<file path="config.mk">
export PLATFORM = sky130hd
export DESIGN_NAME = dm_cache_ctrl_flat
export DESIGN_NICKNAME = d
export VERILOG_FILES = /design/src/rtl/dm_cache_if.sv /design/src/rtl/dm_cache_ctrl.sv /design/src/flat_wrapper.sv
export SDC_FILE = /design/constraint.sdc
export NUM_CORES = 1
export LEC_CHECK = 0
export CAP_MARGIN = 20
export CORE_UTILIZATION = 45
export DETAILED_ROUTE_END_ITERATION = 16
export SLEW_MARGIN = 20
export SYNTH_ARGS = -nofsm -noshare
export SYNTH_HDL_FRONTEND = slang
export SYNTH_SLANG_ARGS = --single-unit
</file>
<file path="constraint.sdc">
create_clock -name clk -period 8.8 [get_ports clk]
set_input_delay 0.88 -clock clk [delete_from_list [all_inputs] [get_ports clk]]
set_output_delay 0.88 -clock clk [all_outputs]
set_load 0.01 [all_outputs]
</file>
<file path="src/rtl/dm_cache_if.sv">
// ---------------------------------------------------------------
// dm_cache_if : strobe/rnotw/mfc request bus shared by CPU and slowmem sides
// rev 1.0
// ---------------------------------------------------------------
`default_nettype none

interface dm_cache_if #(
  parameter int WIDTH  = 16,
  parameter int ADDR_W = 16
);
  logic              strobe;
  logic              rnotw;
  logic [ADDR_W-1:0] addr;
  logic [WIDTH-1:0]  wdata;
  logic [WIDTH-1:0]  rdata;
  logic              mfc;

  modport master (output strobe, rnotw, addr, wdata, input rdata, mfc);
  modport slave  (input strobe, rnotw, addr, wdata, output rdata, mfc);
endinterface

`default_nettype wire

</file>
<file path="src/rtl/dm_cache_ctrl.sv">
// ---------------------------------------------------------------
// dm_cache_ctrl : direct-mapped, write-back, write-allocate cache controller
// rev 1.0
// ---------------------------------------------------------------
`default_nettype none

module dm_cache_ctrl #(
  parameter int WIDTH  = 16,
  parameter int ADDR_W = 16,
  parameter int IDX_W  = 3,
  parameter int CNT_W  = 16
) (
  input  logic              clk,
  input  logic              reset,
  dm_cache_if.slave         cpu,
  dm_cache_if.master        mem,
  input  logic              flush,
  output logic              flush_done,
  output logic              cpu_busy,
  output logic [CNT_W-1:0]  hit_count,
  output logic [CNT_W-1:0]  miss_count
);
  localparam int               LINES    = 1 << IDX_W;
  localparam int               TAG_W    = ADDR_W - IDX_W;
  localparam logic [IDX_W-1:0] LAST_IDX = IDX_W'(LINES - 1);

  typedef enum logic [2:0] {
    S_IDLE, S_LOOKUP, S_WB, S_REFILL_REQ, S_REFILL_WAIT, S_FL_SCAN, S_FL_WR
  } state_t;

  state_t            r_state, w_state_nxt;
  logic              r_rnotw;
  logic [ADDR_W-1:0] r_addr;
  logic [WIDTH-1:0]  r_wdata;
  logic [LINES-1:0]  r_valid, r_dirty;
  logic [TAG_W-1:0]  r_tag  [LINES];
  logic [WIDTH-1:0]  r_data [LINES];
  logic [IDX_W-1:0]  r_scan, w_scan_nxt;

  logic              r_cpu_mfc, r_busy, r_flush_done, r_mem_strobe, r_mem_rnotw;
  logic [WIDTH-1:0]  r_cpu_rdata, r_mem_wdata;
  logic [ADDR_W-1:0] r_mem_addr;
  logic [CNT_W-1:0]  r_hit_cnt, r_miss_cnt;

  logic              w_latch, w_cpu_mfc, w_flush_done, w_mem_strobe, w_mem_rnotw;
  logic [WIDTH-1:0]  w_cpu_rdata, w_mem_wdata, w_line_data;
  logic [ADDR_W-1:0] w_mem_addr;
  logic              w_line_we, w_line_dirty, w_hit_inc, w_miss_inc;
  logic [IDX_W-1:0]  w_line_idx;
  logic [TAG_W-1:0]  w_line_tag;

  logic [IDX_W-1:0]  w_idx;
  logic [TAG_W-1:0]  w_tag;
  logic              w_hit, w_victim_dirty;

  assign w_idx          = r_addr[IDX_W-1:0];
  assign w_tag          = r_addr[ADDR_W-1:IDX_W];
  assign w_hit          = r_valid[w_idx] && (r_tag[w_idx] == w_tag);
  assign w_victim_dirty = r_valid[w_idx] && r_dirty[w_idx];

  always_ff @(posedge clk or negedge reset) begin
    if (!reset) r_state <= S_IDLE;
    else        r_state <= w_state_nxt;
  end

  always_comb begin
    w_state_nxt  = r_state;
    w_scan_nxt   = r_scan;
    w_latch      = 1'b0;
    w_cpu_mfc    = 1'b0;
    w_cpu_rdata  = r_cpu_rdata;
    w_flush_done = 1'b0;
    w_mem_strobe = 1'b0;
    w_mem_rnotw  = 1'b1;
    w_mem_addr   = r_mem_addr;
    w_mem_wdata  = r_mem_wdata;
    w_line_we    = 1'b0;
    w_line_idx   = w_idx;
    w_line_dirty = 1'b0;
    w_line_tag   = w_tag;
    w_line_data  = r_wdata;
    w_hit_inc    = 1'b0;
    w_miss_inc   = 1'b0;
    case (r_state)
      S_IDLE: begin
        if (cpu.strobe) begin
          w_latch     = 1'b1;
          w_state_nxt = S_LOOKUP;
        end else if (flush) begin
          w_scan_nxt  = '0;
          w_state_nxt = S_FL_SCAN;
        end
      end
      S_LOOKUP: begin
        if (w_hit) begin
          w_hit_inc   = 1'b1;
          w_cpu_mfc   = 1'b1;
          w_state_nxt = S_IDLE;
          if (r_rnotw) begin
            w_cpu_rdata = r_data[w_idx];
          end else begin
            w_line_we    = 1'b1;
            w_line_dirty = 1'b1;
          end
        end else begin
          w_miss_inc = 1'b1;
          if (w_victim_dirty) begin
            w_state_nxt = S_WB;
          end else if (r_rnotw) begin
            w_state_nxt = S_REFILL_REQ;
          end else begin
            w_line_we    = 1'b1;
            w_line_dirty = 1'b1;
            w_cpu_mfc    = 1'b1;
            w_state_nxt  = S_IDLE;
          end
        end
      end
      S_WB: begin
        w_mem_strobe = 1'b1;
        w_mem_rnotw  = 1'b0;
        w_mem_addr   = {r_tag[w_idx], w_idx};
        w_mem_wdata  = r_data[w_idx];
        if (r_rnotw) begin
          w_state_nxt = S_REFILL_REQ;
        end else begin
          w_line_we    = 1'b1;
          w_line_dirty = 1'b1;
          w_cpu_mfc    = 1'b1;
          w_state_nxt  = S_IDLE;
        end
      end
      S_REFILL_REQ: begin
        // Hold one cycle after a writeback so strobes never abut.
        if (!r_mem_strobe) begin
          w_mem_strobe = 1'b1;
          w_mem_addr   = r_addr;
          w_state_nxt  = S_REFILL_WAIT;
        end
      end
      S_REFILL_WAIT: begin
        if (mem.mfc) begin
          w_line_we   = 1'b1;
          w_line_data = mem.rdata;
          w_cpu_rdata = mem.rdata;
          w_cpu_mfc   = 1'b1;
          w_state_nxt = S_IDLE;
        end
      end
      S_FL_SCAN: begin
        if (r_valid[r_scan] && r_dirty[r_scan]) begin
          w_state_nxt = S_FL_WR;
        end else if (r_scan == LAST_IDX) begin
          w_flush_done = 1'b1;
          w_state_nxt  = S_IDLE;
        end else begin
          w_scan_nxt = r_scan + 1'b1;
        end
      end
      S_FL_WR: begin
        w_mem_strobe = 1'b1;
        w_mem_rnotw  = 1'b0;
        w_mem_addr   = {r_tag[r_scan], r_scan};
        w_mem_wdata  = r_data[r_scan];
        w_line_we    = 1'b1;
        w_line_idx   = r_scan;
        w_line_tag   = r_tag[r_scan];
        w_line_data  = r_data[r_scan];
        if (r_scan == LAST_IDX) begin
          w_flush_done = 1'b1;
          w_state_nxt  = S_IDLE;
        end else begin
          w_scan_nxt  = r_scan + 1'b1;
          w_state_nxt = S_FL_SCAN;
        end
      end
      default: w_state_nxt = S_IDLE;
    endcase
  end

  always_ff @(posedge clk or negedge reset) begin
    if (!reset) begin
      r_rnotw      <= 1'b1;
      r_addr       <= '0;
      r_wdata      <= '0;
      r_valid      <= '0;
      r_dirty      <= '0;
      r_scan       <= '0;
      r_cpu_mfc    <= 1'b0;
      r_cpu_rdata  <= '0;
      r_busy       <= 1'b0;
      r_flush_done <= 1'b0;
      r_mem_strobe <= 1'b0;
      r_mem_rnotw  <= 1'b1;
      r_mem_addr   <= '0;
      r_mem_wdata  <= '0;
      r_hit_cnt    <= '0;
      r_miss_cnt   <= '0;
      for (int i = 0; i < LINES; i++) begin
        r_tag[i]  <= '0;
        r_data[i] <= '0;
      end
    end else begin
      if (w_latch) begin
        r_rnotw <= cpu.rnotw;
        r_addr  <= cpu.addr;
        r_wdata <= cpu.wdata;
      end
      if (w_line_we) begin
        r_valid[w_line_idx] <= 1'b1;
        r_dirty[w_line_idx] <= w_line_dirty;
        r_tag[w_line_idx]   <= w_line_tag;
        r_data[w_line_idx]  <= w_line_data;
      end
      r_scan       <= w_scan_nxt;
      r_cpu_mfc    <= w_cpu_mfc;
      r_cpu_rdata  <= w_cpu_rdata;
      r_busy       <= (w_state_nxt != S_IDLE);
      r_flush_done <= w_flush_done;
      r_mem_strobe <= w_mem_strobe;
      r_mem_rnotw  <= w_mem_rnotw;
      r_mem_addr   <= w_mem_addr;
      r_mem_wdata  <= w_mem_wdata;
      if (w_hit_inc && (r_hit_cnt != {CNT_W{1'b1}}))   r_hit_cnt  <= r_hit_cnt + 1'b1;
      if (w_miss_inc && (r_miss_cnt != {CNT_W{1'b1}})) r_miss_cnt <= r_miss_cnt + 1'b1;
    end
  end

  assign cpu.rdata  = r_cpu_rdata;
  assign cpu.mfc    = r_cpu_mfc;
  assign mem.strobe = r_mem_strobe;
  assign mem.rnotw  = r_mem_rnotw;
  assign mem.addr   = r_mem_addr;
  assign mem.wdata  = r_mem_wdata;
  assign flush_done = r_flush_done;
  assign cpu_busy   = r_busy;
  assign hit_count  = r_hit_cnt;
  assign miss_count = r_miss_cnt;

endmodule

`default_nettype wire
</file>
<file path="src/flat_wrapper.sv">
// flat-port wrapper written by rule: the top's interface ports become plain ports
module dm_cache_ctrl_flat 
#(
  parameter int WIDTH  = 16,
  parameter int ADDR_W = 16,
  parameter int IDX_W  = 3,
  parameter int CNT_W  = 16
)
  (clk, reset, flush, flush_done, cpu_busy, hit_count, miss_count, cpu_strobe, cpu_rnotw, cpu_addr, cpu_wdata, cpu_rdata, cpu_mfc, mem_strobe, mem_rnotw, mem_addr, mem_wdata, mem_rdata, mem_mfc);
  dm_cache_if #(.WIDTH(WIDTH), .ADDR_W(ADDR_W)) cpu_i ();
  dm_cache_if #(.WIDTH(WIDTH), .ADDR_W(ADDR_W)) mem_i ();
  input  logic clk;
  input  logic reset;
  input  logic flush;
  output logic flush_done;
  output logic cpu_busy;
  output logic [CNT_W-1:0] hit_count;
  output logic [CNT_W-1:0] miss_count;
  input wire logic [$bits(cpu_i.strobe)-1:0] cpu_strobe;
  input wire logic [$bits(cpu_i.rnotw)-1:0] cpu_rnotw;
  input wire logic [$bits(cpu_i.addr)-1:0] cpu_addr;
  input wire logic [$bits(cpu_i.wdata)-1:0] cpu_wdata;
  output wire logic [$bits(cpu_i.rdata)-1:0] cpu_rdata;
  output wire logic [$bits(cpu_i.mfc)-1:0] cpu_mfc;
  output wire logic [$bits(mem_i.strobe)-1:0] mem_strobe;
  output wire logic [$bits(mem_i.rnotw)-1:0] mem_rnotw;
  output wire logic [$bits(mem_i.addr)-1:0] mem_addr;
  output wire logic [$bits(mem_i.wdata)-1:0] mem_wdata;
  input wire logic [$bits(mem_i.rdata)-1:0] mem_rdata;
  input wire logic [$bits(mem_i.mfc)-1:0] mem_mfc;
  assign cpu_i.strobe = cpu_strobe;
  assign cpu_i.rnotw = cpu_rnotw;
  assign cpu_i.addr = cpu_addr;
  assign cpu_i.wdata = cpu_wdata;
  assign cpu_rdata = cpu_i.rdata;
  assign cpu_mfc = cpu_i.mfc;
  assign mem_strobe = mem_i.strobe;
  assign mem_rnotw = mem_i.rnotw;
  assign mem_addr = mem_i.addr;
  assign mem_wdata = mem_i.wdata;
  assign mem_i.rdata = mem_rdata;
  assign mem_i.mfc = mem_mfc;
  dm_cache_ctrl #(.WIDTH(WIDTH), .ADDR_W(ADDR_W), .IDX_W(IDX_W), .CNT_W(CNT_W)) u_core (.clk(clk), .reset(reset), .cpu(cpu_i), .mem(mem_i), .flush(flush), .flush_done(flush_done), .cpu_busy(cpu_busy), .hit_count(hit_count), .miss_count(miss_count));
endmodule
</file>
==> out/qor.yml <==
status:
  status: "finished, final reports clean"
yosys:
  synth.top_cell.area_share: 0.4722
  synth.area.top_cells: "dfrtp_1, mux4_2, mux2_2"
  synth_edf_count: 0
  async_reset_ff_frac: 1.000
  ys_types: 65
  synth_cells: 1442
  synth_seq_area_share: 0.4749
  syn_avg_cell_area_um2: 13.60
  synth_nets: 1500
  ys_ff_latch: 372
  yosysTopAreaCell: "dfrtp_1"
  ys.flop_type: "dfrtp_1"
  synthesis.area_um2: 19610
  yosysWarningCount: 0
die:
  die_h_um: 210.7
  core_um2: 42980
  die_x_um: 210.7
  rows: 76
  ios: 139
  initial_utilization: 0.4562
  design.die.area_um2: 44410
route:
  drtIter0Drc: 983
  ant_nets: 0
  route.detailed.drc: 0
  drtPass1Iterations: 5
  routed_via_density: 5.937
  routed_wl_um: 50290
  avgRoutedWirePerCell_um: 23.27
  num_vias: 12829
sta:
  final-max-slew-violation-count: 0
  period_minus_slack_ps: 4929
  rsz0062_at_grt: "no"
  fin_skew_ps: 26.16
  setup_viol: 0
  tightest_slew_ps: 1128
  relSlewSlack: 0.2478
  fin_setup_tns_ps: 0
  holdWs_ps: 307.7
  final_hold_viol_count: 0
  max_freq_ghz: 0.2029
  period_share: 0.5601
clock_network:
  cts_setup_buffers: 0
  post_cts_resized: 0
  cts_root_buffer: "clkbuf_16"
  clkSlewWorstSetupHoldPaths_ps: 60
  hold_buffers: 0
  cts.sinks: 372
  clock_path_buffers: 3
  cts_buffers: 43
  clock_latency_ps: 560
  h-tree-depth: 2
  cts_tree: "built"
setup_path:
  cp.arrival_ps: 5350
  timing.critical_path.required_ps: 9220
  path_max_fanout: 34
  r2r_slack_ps: 3870
  setup.worst_path.start_class: "flip-flop"
  crit_family: "simple AND/OR/NAND/NOR gates"
  crit_top_cell: "buf_4"
  r2r_end: "u_core.r_tag[79]$_DFFE_PN0P_"
  slowest_delay_ps: 810
  crit_path_top_delay_cell: "dfrtp_4"
  path_depth: 10
  critPathCaptureType: "flip-flop"
  regToRegStartpoint: "u_core.r_addr[0]$_DFFE_PN0P_"
  reg2reg_depth: 10
  path_buf_inv: 2
  path_cells: "buf_4 > mux4_2 > mux2i_4 > xor2_1 > nand3_1 > nor4_2 > a21oi_2 > nor2_2 > buf_4 > mux2_2"
  crit_type: "flip-flop to flip-flop"
run:
  max-cap-violations: 0
place:
  io_buffers: 138
  dp_hpwl_um: 30410
  place_congestion: 0.8104
pwr:
  leakage_nw: 9.696
  p_per_area_nw_per_um2: 402.9
  ir_worst_vdd_v: 0.0001816
cells_and_area:
  final_nets: 1604
  n_antenna_cell: 0
  multi_input_area_um2: 9686
  final_common_cell: "dfrtp_1"
  n_fill_cell: 3648
  area_growth_pct: 15.88
  final_cell_mix: "dfrtp_1, mux2_2, clkdlybuf4s50_1"
  regArea_um2: 9324
  drive_above_1_share: 0.3173
global_routing:
  grt_max_degree: 77
  grt_usage: 0.2336
  grt_overflow: 0
  antenna_found_initial: 3
  grt_pass1_wl_um: 79580
  grt_pass1_vias: 13121
hold_path:
  min_path_type: "input port to async pin"
==> logic make-up after synthesis <==
group,after synthesis,synth area share
xor gates and xnor gates,35,0.01563
buffers and inverters,114,0.03235
AOI/OAI and AO/OA,199,0.06853
and+or+nand+nor,248,0.06330
muxes,470,0.3428
DFF,372,0.4749
adders and majority gates,4,0.002552
==> metal layers <==
layer | GRT usage | part of all wire | vias to the layer above
met1 | 0.3392 | 0.46 | 6792
met2 | 0.3649 | 0.47 | 329
met3 | 0.03985 | 0.049 | 69
met5 | 0 | 0 | -
li1 | - | - | 5639
met4 | 0.05822 | 0.018 | 0
==> area by class of cell <==
class	count	share of cell area
inverters	7	0.001156
repair buffers	166	0.07026
well taps	585	0.03221
clock inverters	13	0.005341
clock buffers	62	0.05446
flip-flops and latches	372	0.4103
multi-input cells	956	0.4262
==> per-stage QoR <==
step	instance area [um2]	utilization	power, mW	setup WS, ps	instances
global route	22720	0.5287	9.711	3597	2161
finish	22720	0.5287	9.155	3871	2161
detailed placement	21360	0.4971	7.416	3895	2086
CTS	22720	0.5287	9.201	3867	2161
global placement	21360	0.4971	7.336	3963	2086
floorplan	19610	-	6.163	5930	1442
==> worst register-to-register path: stages, from the launching register on <==
cell	delay, ps
dfrtp_4	810
buf_4	620
mux4_2	640
mux2i_4	170
xor2_1	180
nand3_1	110
nor4_2	510
a21oi_2	250
nor2_2	700
buf_4	430
mux2_2	390
==> cells in the mapped netlist, drive strengths merged (9+ instances only) <==
cell	count
dfrtp	370
mux2	281
mux4	101
mux2i	88
nor2	72
nand2	60
buf	55
clkbuf	52
o21ai	49
a21oi	35
a22oi	29
xor2	18
nand3	17
o221ai	17
xnor2	17
a21o	14
a211oi	13
and3	13
nand4	13
nor3	13
a31oi	11
a22o	10
nand2b	10
and2	9
o31ai	9
or2	9
==> power by group <==
| group | switching, mW | total, mW | internal, mW |
|---|---|---|---|
| sequential | 0.681 | 3.16 | 2.48 |
| combinational | 2.00 | 4.25 | 2.26 |
| clock | 0.711 | 1.74 | 1.03 |
| total | 3.39 | 9.15 | 5.77 |
==> registers in the layout, indices dropped and copies added, names as in the netlist, 16 cells and up <==
register	count
u_core.r_data	128
u_core.r_tag	104
u_core.cpu.rdata	16
u_core.hit_count	16
u_core.mem.addr	16
u_core.mem.wdata	16
u_core.miss_count	16
u_core.r_addr	16
u_core.r_wdata	16
==> how the worst max path moves through the flow <==
stage / startpoint / endpoint / slack [ps]
floorplan: u_core.r_addr[0]$_DFFE_PN0P_ / u_core.cpu.rdata[10]$_DFFE_PN0P_ / 5930
global placement: u_core.r_addr[0]$_DFFE_PN0P_ / u_core.r_tag[89]$_DFFE_PN0P_ / 3960
detailed placement: u_core.r_addr[0]$_DFFE_PN0P_ / u_core.r_tag[84]$_DFFE_PN0P_ / 3900
CTS: u_core.r_addr[0]$_DFFE_PN0P_ / u_core.r_tag[79]$_DFFE_PN0P_ / 3870
global route: u_core.r_addr[0]$_DFFE_PN0P_ / u_core.r_tag[83]$_DFFE_PN0P_ / 3600
finish: u_core.r_addr[0]$_DFFE_PN0P_ / u_core.r_tag[79]$_DFFE_PN0P_ / 3870
Note: power is estimated with default switching activity, not from simulation.
